## src/rtl/virtio_available_ring_reader_if.sv

```systemverilog
// virtio_available_ring_reader_if
//
// Bundles every non-clock signal of virtio_available_ring_reader.
//   slave  : the reader itself (consumes requests/config/read data,
//            produces memory reads, idx/event updates and the id stream).
//   master : the surrounding logic (handler, memory agent, descriptor stage).
//
// Groups:
//   configure_*         ring base address (bytes) and queue size
//   req_*               handler request: type, free-running offset, length
//   rd_*                16-bit-word memory read burst request
//   rdata_*             memory read data, one 16-bit word per beat
//   resp_*              avail idx update back to the handler
//   event_*             used_event value pulse
//   id_*                descriptor head id stream (with burst-last flag)
//   error               sticky id-range error
interface virtio_available_ring_reader_if;
  logic        configure_valid;
  logic [63:0] configure_base;
  logic [15:0] configure_size;

  logic        req_valid;
  logic        req_ready;
  logic [1:0]  req_type;
  logic [15:0] req_offset;
  logic [15:0] req_length;

  logic        rd_valid;
  logic        rd_ready;
  logic [63:0] rd_addr;
  logic [15:0] rd_words;

  logic        rdata_valid;
  logic [15:0] rdata;
  logic        rdata_ready;

  logic        resp_valid;
  logic [15:0] resp_offset;

  logic        event_valid;
  logic [15:0] event_idx;

  logic        id_valid;
  logic        id_ready;
  logic [15:0] id;
  logic        id_last;

  logic        error;

  modport slave (
    input  configure_valid, configure_base, configure_size,
    input  req_valid, req_type, req_offset, req_length,
    output req_ready,
    output rd_valid, rd_addr, rd_words,
    input  rd_ready,
    input  rdata_valid, rdata,
    output rdata_ready,
    output resp_valid, resp_offset,
    output event_valid, event_idx,
    output id_valid, id, id_last,
    input  id_ready,
    output error
  );

  modport master (
    output configure_valid, configure_base, configure_size,
    output req_valid, req_type, req_offset, req_length,
    input  req_ready,
    input  rd_valid, rd_addr, rd_words,
    output rd_ready,
    output rdata_valid, rdata,
    input  rdata_ready,
    input  resp_valid, resp_offset,
    input  event_valid, event_idx,
    input  id_valid, id, id_last,
    output id_ready,
    input  error
  );
endinterface

```

## src/rtl/virtio_available_ring_reader.sv

```systemverilog
// virtio_available_ring_reader
//
// Turns available-ring handler requests (read avail idx, read used_event,
// read N ring entries) into 16-bit-word memory read bursts against the
// configured available ring. The avail idx goes back to the handler as a
// write-pointer update, used_event is emitted as a pulse, and ring entries
// (descriptor head ids) are queued in an internal FIFO for the
// descriptor-chain stage.
//
// Ports:
//   aclk    clock
//   areset  synchronous active-high reset
//   bus     virtio_available_ring_reader_if.slave (config, request, memory
//           read, read data, idx response, event, id stream, error)
//
// Parameters:
//   MAX_BURST_TRANSACTIONS  largest READ_IDS length the handler issues
//   FIFO_DEPTH              id FIFO depth, power of 2, >= MAX_BURST_TRANSACTIONS
//
// Optional feature macro: VIRTIO_AVAILABLE_RING_READER_ID_CHECK_EN
//   defined   : ids >= queue size are dropped (reservation released) and
//               the sticky error output is raised
//   undefined : ids pass unchecked, error tied to 0
module virtio_available_ring_reader #(
  parameter int MAX_BURST_TRANSACTIONS = 16,
  parameter int FIFO_DEPTH             = 32
) (
  input logic                           aclk,
  input logic                           areset,
  virtio_available_ring_reader_if.slave bus
);

  localparam int PTR_W = (FIFO_DEPTH > 1) ? $clog2(FIFO_DEPTH) : 1;
  localparam int CNT_W = $clog2(FIFO_DEPTH) + 1;

  localparam logic [1:0] TYPE_IDX   = 2'd0;
  localparam logic [1:0] TYPE_EVENT = 2'd1;
  localparam logic [1:0] TYPE_IDS   = 2'd2;

  localparam logic [1:0] S_IDLE         = 2'd0;
  localparam logic [1:0] S_ISSUE_FIRST  = 2'd1;
  localparam logic [1:0] S_ISSUE_SECOND = 2'd2;
  localparam logic [1:0] S_WAIT_DATA    = 2'd3;

  if (MAX_BURST_TRANSACTIONS < 1 || MAX_BURST_TRANSACTIONS > FIFO_DEPTH ||
      (FIFO_DEPTH & (FIFO_DEPTH - 1)) != 0) begin : g_bad_params
    $error("virtio_available_ring_reader: illegal MAX_BURST_TRANSACTIONS/FIFO_DEPTH");
  end

  function automatic logic [PTR_W-1:0] ptr_next(input logic [PTR_W-1:0] p);
    return (p == PTR_W'(FIFO_DEPTH - 1)) ? '0 : p + PTR_W'(1);
  endfunction

  // Ring configuration; only sampled when a request is accepted.
  logic [63:0] cfg_base;
  logic [15:0] cfg_size;

  logic [1:0]  state;
  logic [1:0]  cur_type;
  logic        split_pending;
  logic [63:0] second_addr;
  logic [15:0] second_words;
  logic [15:0] beats_left;
  logic [63:0] rd_addr_r;
  logic [15:0] rd_words_r;

  logic        resp_vld_p1;
  logic [15:0] resp_data_p1;
  logic        event_vld_p1;
  logic [15:0] event_data_p1;

  logic [16:0]      fifo_mem [FIFO_DEPTH];
  logic [PTR_W-1:0] wptr;
  logic [PTR_W-1:0] rptr;
  logic [CNT_W-1:0] count;
  logic [CNT_W-1:0] reserved;

  // Request decode and burst address math.
  logic [16:0] free_slots;
  logic        req_ready_c;
  logic        accept;
  logic [15:0] idx0;
  logic [16:0] idx_end;
  logic        do_split;
  logic [15:0] first_words;
  logic [63:0] ring_base;
  logic [63:0] ids_addr;
  logic [63:0] event_addr;
  logic [CNT_W-1:0] resv_add;

  assign free_slots  = 17'(FIFO_DEPTH) - 17'(count) - 17'(reserved);
  assign req_ready_c = !areset && (state == S_IDLE) &&
                       (bus.req_type != TYPE_IDS || {1'b0, bus.req_length} <= free_slots);
  assign accept      = bus.req_valid && req_ready_c;

  assign idx0        = bus.req_offset & (cfg_size - 16'd1);
  assign idx_end     = {1'b0, idx0} + {1'b0, bus.req_length};
  assign do_split    = idx_end > {1'b0, cfg_size};
  assign first_words = do_split ? (cfg_size - idx0) : bus.req_length;
  assign ring_base   = cfg_base + 64'd4;
  assign ids_addr    = ring_base + {47'd0, idx0, 1'b0};
  assign event_addr  = ring_base + {47'd0, cfg_size, 1'b0};
  // Accepted lengths never exceed free_slots <= FIFO_DEPTH, so this fits.
  assign resv_add    = (accept && bus.req_type == TYPE_IDS) ? CNT_W'(bus.req_length) : '0;

  // Read data beats. Beats of the first burst may land while the second
  // burst is still being issued, so any non-IDLE state counts them.
  logic beat;
  logic final_beat;
  logic ids_beat;
  logic id_bad;
  logic fifo_wr;
  logic fifo_rd;
  logic id_vld;

  assign beat       = bus.rdata_valid && (state != S_IDLE);
  assign final_beat = beat && (beats_left == 16'd1);
  assign ids_beat   = beat && (cur_type == TYPE_IDS);
  assign fifo_wr    = ids_beat && !id_bad;
  assign id_vld     = (count != '0);
  assign fifo_rd    = id_vld && bus.id_ready;

  always_ff @(posedge aclk) begin
    if (bus.configure_valid) begin
      cfg_base <= bus.configure_base;
      cfg_size <= bus.configure_size;
    end
  end

  // ---- request acceptance / burst issue / beat counting ----
  always_ff @(posedge aclk) begin
    if (areset) begin
      state         <= S_IDLE;
      split_pending <= 1'b0;
      rd_addr_r     <= '0;
      rd_words_r    <= '0;
    end else begin
      case (state)
        S_IDLE: begin
          if (accept) begin
            cur_type <= bus.req_type;
            case (bus.req_type)
              TYPE_IDX: begin
                rd_addr_r     <= cfg_base + 64'd2;
                rd_words_r    <= 16'd1;
                beats_left    <= 16'd1;
                split_pending <= 1'b0;
                state         <= S_ISSUE_FIRST;
              end
              TYPE_EVENT: begin
                rd_addr_r     <= event_addr;
                rd_words_r    <= 16'd1;
                beats_left    <= 16'd1;
                split_pending <= 1'b0;
                state         <= S_ISSUE_FIRST;
              end
              TYPE_IDS: begin
                // Zero-length reads touch no memory.
                if (bus.req_length != 16'd0) begin
                  rd_addr_r     <= ids_addr;
                  rd_words_r    <= first_words;
                  second_addr   <= ring_base;
                  second_words  <= bus.req_length - first_words;
                  split_pending <= do_split;
                  beats_left    <= bus.req_length;
                  state         <= S_ISSUE_FIRST;
                end
              end
              default: ;
            endcase
          end
        end
        S_ISSUE_FIRST: begin
          if (bus.rd_ready) begin
            if (split_pending) begin
              rd_addr_r  <= second_addr;
              rd_words_r <= second_words;
              state      <= S_ISSUE_SECOND;
            end else begin
              state <= S_WAIT_DATA;
            end
          end
        end
        S_ISSUE_SECOND: begin
          if (bus.rd_ready) state <= S_WAIT_DATA;
        end
        default: ;
      endcase

      if (beat) begin
        beats_left <= beats_left - 16'd1;
        if (final_beat) state <= S_IDLE;
      end
    end
  end

  // ---- beat -> idx / used_event outputs (registered pulse) ----
  always_ff @(posedge aclk) begin
    if (areset) begin
      resp_vld_p1   <= 1'b0;
      resp_data_p1  <= '0;
      event_vld_p1  <= 1'b0;
      event_data_p1 <= '0;
    end else begin
      resp_vld_p1  <= beat && (cur_type == TYPE_IDX);
      event_vld_p1 <= beat && (cur_type == TYPE_EVENT);
      if (beat && cur_type == TYPE_IDX)   resp_data_p1  <= bus.rdata;
      if (beat && cur_type == TYPE_EVENT) event_data_p1 <= bus.rdata;
    end
  end

  // ---- id FIFO ----
  always_ff @(posedge aclk) begin
    if (fifo_wr) fifo_mem[wptr] <= {final_beat, bus.rdata};
  end

  // Every ids beat releases one reservation, whether it is stored or dropped.
  always_ff @(posedge aclk) begin
    if (areset) begin
      wptr     <= '0;
      rptr     <= '0;
      count    <= '0;
      reserved <= '0;
    end else begin
      if (fifo_wr) wptr <= ptr_next(wptr);
      if (fifo_rd) rptr <= ptr_next(rptr);
      case ({fifo_wr, fifo_rd})
        2'b10:   count <= count + CNT_W'(1);
        2'b01:   count <= count - CNT_W'(1);
        default: ;
      endcase
      reserved <= reserved + resv_add - CNT_W'(ids_beat);
    end
  end

`ifdef VIRTIO_AVAILABLE_RING_READER_ID_CHECK_EN
  logic [15:0] cur_size;
  logic        error_r;

  assign id_bad = bus.rdata >= cur_size;

  always_ff @(posedge aclk) begin
    if (accept) cur_size <= cfg_size;
  end

  always_ff @(posedge aclk) begin
    if (areset)                 error_r <= 1'b0;
    else if (ids_beat && id_bad) error_r <= 1'b1;
  end

  assign bus.error = error_r;
`else
  assign id_bad    = 1'b0;
  assign bus.error = 1'b0;
`endif

  assign bus.req_ready   = req_ready_c;
  assign bus.rd_valid    = (state == S_ISSUE_FIRST) || (state == S_ISSUE_SECOND);
  assign bus.rd_addr     = rd_addr_r;
  assign bus.rd_words    = rd_words_r;
  assign bus.rdata_ready = 1'b1;
  assign bus.resp_valid  = resp_vld_p1;
  assign bus.resp_offset = resp_data_p1;
  assign bus.event_valid = event_vld_p1;
  assign bus.event_idx   = event_data_p1;
  assign bus.id_valid    = id_vld;
  assign bus.id          = id_vld ? fifo_mem[rptr][15:0] : 16'd0;
  assign bus.id_last     = id_vld ? fifo_mem[rptr][16] : 1'b0;

endmodule

```

## src/flat_wrapper.sv

```systemverilog
// flat-port wrapper written by rule: the top's interface ports become plain ports
module virtio_available_ring_reader_flat 
#(
  parameter int MAX_BURST_TRANSACTIONS = 16,
  parameter int FIFO_DEPTH             = 32
)
  (aclk, areset, bus_configure_valid, bus_configure_base, bus_configure_size, bus_req_valid, bus_req_type, bus_req_offset, bus_req_length, bus_req_ready, bus_rd_valid, bus_rd_addr, bus_rd_words, bus_rd_ready, bus_rdata_valid, bus_rdata, bus_rdata_ready, bus_resp_valid, bus_resp_offset, bus_event_valid, bus_event_idx, bus_id_valid, bus_id, bus_id_last, bus_id_ready, bus_error);
  virtio_available_ring_reader_if bus_i ();
  input logic aclk;
  input logic areset;
  input wire logic [$bits(bus_i.configure_valid)-1:0] bus_configure_valid;
  input wire logic [$bits(bus_i.configure_base)-1:0] bus_configure_base;
  input wire logic [$bits(bus_i.configure_size)-1:0] bus_configure_size;
  input wire logic [$bits(bus_i.req_valid)-1:0] bus_req_valid;
  input wire logic [$bits(bus_i.req_type)-1:0] bus_req_type;
  input wire logic [$bits(bus_i.req_offset)-1:0] bus_req_offset;
  input wire logic [$bits(bus_i.req_length)-1:0] bus_req_length;
  output wire logic [$bits(bus_i.req_ready)-1:0] bus_req_ready;
  output wire logic [$bits(bus_i.rd_valid)-1:0] bus_rd_valid;
  output wire logic [$bits(bus_i.rd_addr)-1:0] bus_rd_addr;
  output wire logic [$bits(bus_i.rd_words)-1:0] bus_rd_words;
  input wire logic [$bits(bus_i.rd_ready)-1:0] bus_rd_ready;
  input wire logic [$bits(bus_i.rdata_valid)-1:0] bus_rdata_valid;
  input wire logic [$bits(bus_i.rdata)-1:0] bus_rdata;
  output wire logic [$bits(bus_i.rdata_ready)-1:0] bus_rdata_ready;
  output wire logic [$bits(bus_i.resp_valid)-1:0] bus_resp_valid;
  output wire logic [$bits(bus_i.resp_offset)-1:0] bus_resp_offset;
  output wire logic [$bits(bus_i.event_valid)-1:0] bus_event_valid;
  output wire logic [$bits(bus_i.event_idx)-1:0] bus_event_idx;
  output wire logic [$bits(bus_i.id_valid)-1:0] bus_id_valid;
  output wire logic [$bits(bus_i.id)-1:0] bus_id;
  output wire logic [$bits(bus_i.id_last)-1:0] bus_id_last;
  input wire logic [$bits(bus_i.id_ready)-1:0] bus_id_ready;
  output wire logic [$bits(bus_i.error)-1:0] bus_error;
  assign bus_i.configure_valid = bus_configure_valid;
  assign bus_i.configure_base = bus_configure_base;
  assign bus_i.configure_size = bus_configure_size;
  assign bus_i.req_valid = bus_req_valid;
  assign bus_i.req_type = bus_req_type;
  assign bus_i.req_offset = bus_req_offset;
  assign bus_i.req_length = bus_req_length;
  assign bus_req_ready = bus_i.req_ready;
  assign bus_rd_valid = bus_i.rd_valid;
  assign bus_rd_addr = bus_i.rd_addr;
  assign bus_rd_words = bus_i.rd_words;
  assign bus_i.rd_ready = bus_rd_ready;
  assign bus_i.rdata_valid = bus_rdata_valid;
  assign bus_i.rdata = bus_rdata;
  assign bus_rdata_ready = bus_i.rdata_ready;
  assign bus_resp_valid = bus_i.resp_valid;
  assign bus_resp_offset = bus_i.resp_offset;
  assign bus_event_valid = bus_i.event_valid;
  assign bus_event_idx = bus_i.event_idx;
  assign bus_id_valid = bus_i.id_valid;
  assign bus_id = bus_i.id;
  assign bus_id_last = bus_i.id_last;
  assign bus_i.id_ready = bus_id_ready;
  assign bus_error = bus_i.error;
  virtio_available_ring_reader #(.MAX_BURST_TRANSACTIONS(MAX_BURST_TRANSACTIONS), .FIFO_DEPTH(FIFO_DEPTH)) u_core (.aclk(aclk), .areset(areset), .bus(bus_i));
endmodule
```

## config.mk

```make
export PLATFORM = sky130hd
export DESIGN_NAME = virtio_available_ring_reader_flat
export DESIGN_NICKNAME = d
export VERILOG_FILES = /design/src/rtl/virtio_available_ring_reader_if.sv /design/src/rtl/virtio_available_ring_reader.sv /design/src/flat_wrapper.sv
export SDC_FILE = /design/constraint.sdc
export NUM_CORES = 1
export LEC_CHECK = 0
export ABC_AREA = 1
export ABC_CLOCK_PERIOD_IN_PS = 8230
export BUFFER_PORTS_ARGS = -buffer_cell sky130_fd_sc_hd__buf_2
export CAP_MARGIN = 20
export CORE_AREA = 2 2 300 302
export CTS_BUF_LIST = sky130_fd_sc_hd__clkbuf_16
export DETAILED_ROUTE_END_ITERATION = 10
export DIE_AREA = 0 0 302 304
export PLACE_DENSITY = 0.7
export SYNTH_ARGS = -nofsm -noshare
export SYNTH_HDL_FRONTEND = slang
export SYNTH_SLANG_ARGS = --single-unit
```

## constraint.sdc

```tcl
create_clock -name aclk -period 8.23 [get_ports aclk]
set_clock_uncertainty 0.05 [all_clocks]
set_input_delay 0.4115 -clock aclk [delete_from_list [all_inputs] [get_ports aclk]]
set_output_delay 0.4115 -clock aclk [all_outputs]
set_load 0.005 [all_outputs]
```

==> results.yml <==
pwr:
  p_sw_share_pct: 36.1
  p_leak_uw: 0.0196
  netSwitchingPower_uw: 4940
  p_total_uw: 13700
  combPwrFrac_pct: 31.8
  p_per_area_nw_per_um2: 272
  p_clk_share_pct: 29.3
  p_int_uw: 8750
  seqPwrFrac_pct: 38.9
  ir_drop_v: 0.000226
route:
  drt-initial-drc-count: 3856
  ant_nets: 0
  drc: 0
  wl_per_cell_um: 22.2
  viasPerCell: 5.80
  totalWireLength_um: 139000
  drt_first_pass_iters: 5
  route.vias.total: 36300
clock_tree:
  h-tree-depth: 3
  cts_made_buffers: 91
  clkTransAtPathRegs_ns: 0.07
  clockRootBuffer: "clkbuf_16"
  post_cts_buffers: 0
  cts_sinks: 866
  cts.path.max_buffers: 3
  tritoncts: "yes"
  clkLatencyLatePin_ns: 0.69
placed_design:
  routabilityCongestion: 0.960
  io_buffers: 270
  place_area_um2: 46600
  dp_hpwl_um: 93900
timing:
  tightest_slew_ns: 1.06
  fin_tns_setup_ns: 0
  relSlewSlack_pct: 29.3
  max_freq_mhz: 136
  rsz0062_at_grt: "false"
  period_share_pct: 89.5
  finalHoldViolCount: 0
  finalMaxSlewViolations: 0
  period_needed_ns: 7.37
  finalSetupViolations: 0
floorplan:
  io_pins: 273
  fp-row-count: 110
  core_um2: 89000
  initial_core_util_pct: 49.3
  die_x_um: 302
  fp.dieH_um: 304
  die_area_um2: 91800
worst_hold_path:
  hp-class: "primary input to flop"
synthesis:
  synth_nets: 4960
  synth_xor_area_share_pct: 2.61
  synth_top_area_share_pct: 49.4
  synth-simple-area-share_pct: 18.7
  syn_avg_cell_area_um2: 9.36
  synth.distinct_cells: 65
  synthCells: 4691
  ys.flop_type: "edfxtp_1"
  synth_fa_ha_area_share_pct: 3.86
  synth_top_family_by_area: "simple AND/OR/NAND/NOR gates"
  synthMuxAreaShare_pct: 0
  synth_edf_count: 722
  synth_top_cells_by_area: "edfxtp_1 49%, dfxtp_1 6.6%, nor2_1 6.6%, nand2_1 6.0%, o21ai_0 6.0%"
  synth-seq-cells: 866
  synthesis.area_um2: 43900
  synth_largest_area_cell: "edfxtp_1"
  ys_warn_count: 0
  yosysSeqAreaShare_pct: 55.9
  synthArstFlopShare_pct: 0
  synth_compound_area_share_pct: 13.8
setup_path:
  slowest_stage: "edfxtp_1"
  required_ns: 8.62
  cp-start-kind: "flop"
  critPathKind: "flop to flop"
  cpPeakStageDelay_ns: 0.47
  crit_path_frequent_cell: "nand2_1"
  cp_max_fo: 20
  cp.arrival_ns: 7.76
  endpoint_kind: "flop"
finish:
  final_util_pct: 56.6
  drive_gt1_share_pct: 12.4
  nNetsFinal: 5273
  fin_area_um2: 50400
  syn_to_final_growth_pct: 14.7
global_route:
  grt_overflow: 0
  antenna_found_initial: 4
  track_usage_pct: 29.7
  grt_pass1_wl_um: 207000
  grt_max_degree: 201
  first_global_vias: 34500
job:
  drv_cap: 0
outcome:
  status: "finished, final reports clean"
[cells in the final DEF (no fill, tap or decap), types with 24 or more instances in the layout]
master | netlist | layout
nor2_1 | 767 | 747
edfxtp_1 | 722 | 722
nand2_1 | 699 | 699
o21ai_0 | 524 | 524
inv_1 | 354 | 378
buf_2 | 8 | 269
a21oi_1 | 248 | 247
nand3_1 | 239 | 238
dfxtp_1 | 144 | 141
ha_1 | 126 | 124
o221ai_1 | 94 | 94
clkbuf_16 | 0 | 92
xor2_1 | 91 | 91
dlygate4sd3_1 | 0 | 83
nor2_2 | 43 | 63
buf_4 | 2 | 58
nand4_1 | 49 | 49
o22ai_1 | 49 | 49
a31oi_1 | 32 | 32
nor3_1 | 38 | 32
xnor2_1 | 31 | 31
clkinv_1 | 10 | 28
o211ai_1 | 24 | 24
[sequential cells by signal, summed over array words and instances, names as in the netlist, 64 cells and up, named ones only]
| name | flops |
|---|---|
| u_core.second_addr | 64 |
| u_core.bus.rd_addr | 64 |
| u_core.fifo_mem | 544 |
| u_core.cfg_base | 64 |
[per-stage QoR]
stage / setup slack, ns / hold slack [ns] / cells
final: 0.864 / 0.0606 / 6259
after detailed placement: 0.906 / 0.397 / 6004
after CTS: 0.830 / 0.0175 / 6256
after global routing: 0.203 / 0.0679 / 6257
after floorplan: 0.354 / 0.377 / 4691
after global placement: 1.04 / 0.388 / 6001
[layer usage]
layer | GRT usage (%) | routed length, um | up-vias
met4 | 9.74 | 4500 | 0
met2 | 48.6 | 65900 | 1672
met5 | 0 | 0 | -
met3 | 5.07 | 11900 | 235
li1 | - | - | 17000
met1 | 40.1 | 56700 | 17400
[worst max-delay path: cells and delay by family, from the launching register on]
family / cells / cell delay (ns)
AOI/OAI and AO/OA: 18 / 3.11
xor gates and xnor gates: 1 / 0.15
adders and majority gates: 4 / 1.24
buffers and inverters: 2 / 0.26
DFF: 1 / 0.47
and+or+nand+nor: 14 / 1.84
[cells in the mapped netlist (5+ instances only)]
cell and count:
nor2_4 21, nand3_1 239, nand3_2 6, clkbuf_1 173, o21ai_1 10, nor4_1 7
a31oi_1 32, o22ai_1 49, nand2_4 5, or2_2 8, o311ai_0 10, buf_2 8
a21oi_1 248, o21bai_1 17, o21ai_0 524, nand2_1 699, clkinv_1 10, buf_1 11
ha_1 126, nor3_1 38, dfxtp_1 144, inv_2 19, o21a_1 15, nor2_2 43
xnor2_1 31, nand2_2 21, xor2_1 91, o211ai_1 24, a211oi_1 17, inv_1 354
fa_1 6, nand3b_1 5, nand4_1 49, o221ai_1 94, edfxtp_1 722, nor2_1 767
[final cells by class]
cell class / instances / area [um^2]
clock buffer: 92 / 2300
multi-input combinational: 3246 / 17300
timing repair buffer: 415 / 2700
clock inverter: 77 / 621
tap: 1176 / 1470
inverter: 384 / 1450
antenna: 3 / 7.51
fill: 7686 / 38700
sequential: 866 / 24600
[cell families (layout without fill, tap and decap cells)]
logic type,count (synthesis),in the layout
AO/OA/AOI/OAI,1064,1064
AND/OR/NAND/NOR,1922,1922
other,2,5
XOR/XNOR,126,126
flip-flops,866,866
buffers and inverters,579,968
adder cells (fa/ha/maj),132,132
[power by group through the flow]
stage | sequential, uW | clock, uW | combinational, uW
2_1_floorplan | 5270 | 0 | 2890
3_3_place_gp | 5400 | 0 | 4180
3_5_place_dp | 5410 | 0 | 4250
4_1_cts | 5320 | 4040 | 4310
5_1_grt | 5350 | 4210 | 4860
6_report | 5320 | 4010 | 4350
[final timing paths]
check | startpoint | endpoint | slack [ns] | depth (start not counted)
min reg2reg | u_core.bus.rd_addr[58] | u_core.bus.rd_addr[58] | 0.41 | 2
max | u_core.cfg_size[0] | u_core.second_words[15] | 0.86 | 39
max reg2reg | u_core.cfg_size[0] | u_core.second_words[15] | 0.86 | 39
min | bus_id_ready | flop | 0.06 | 4
[timing repair]
action	4_1_cts	5_1_grt
hold endpoints to repair	91	0
gates resized for setup	0	1
endpoints found under the setup margin	0	1
hold buffers	83	0
No activity file was read; power rests on OpenSTA's default activity.
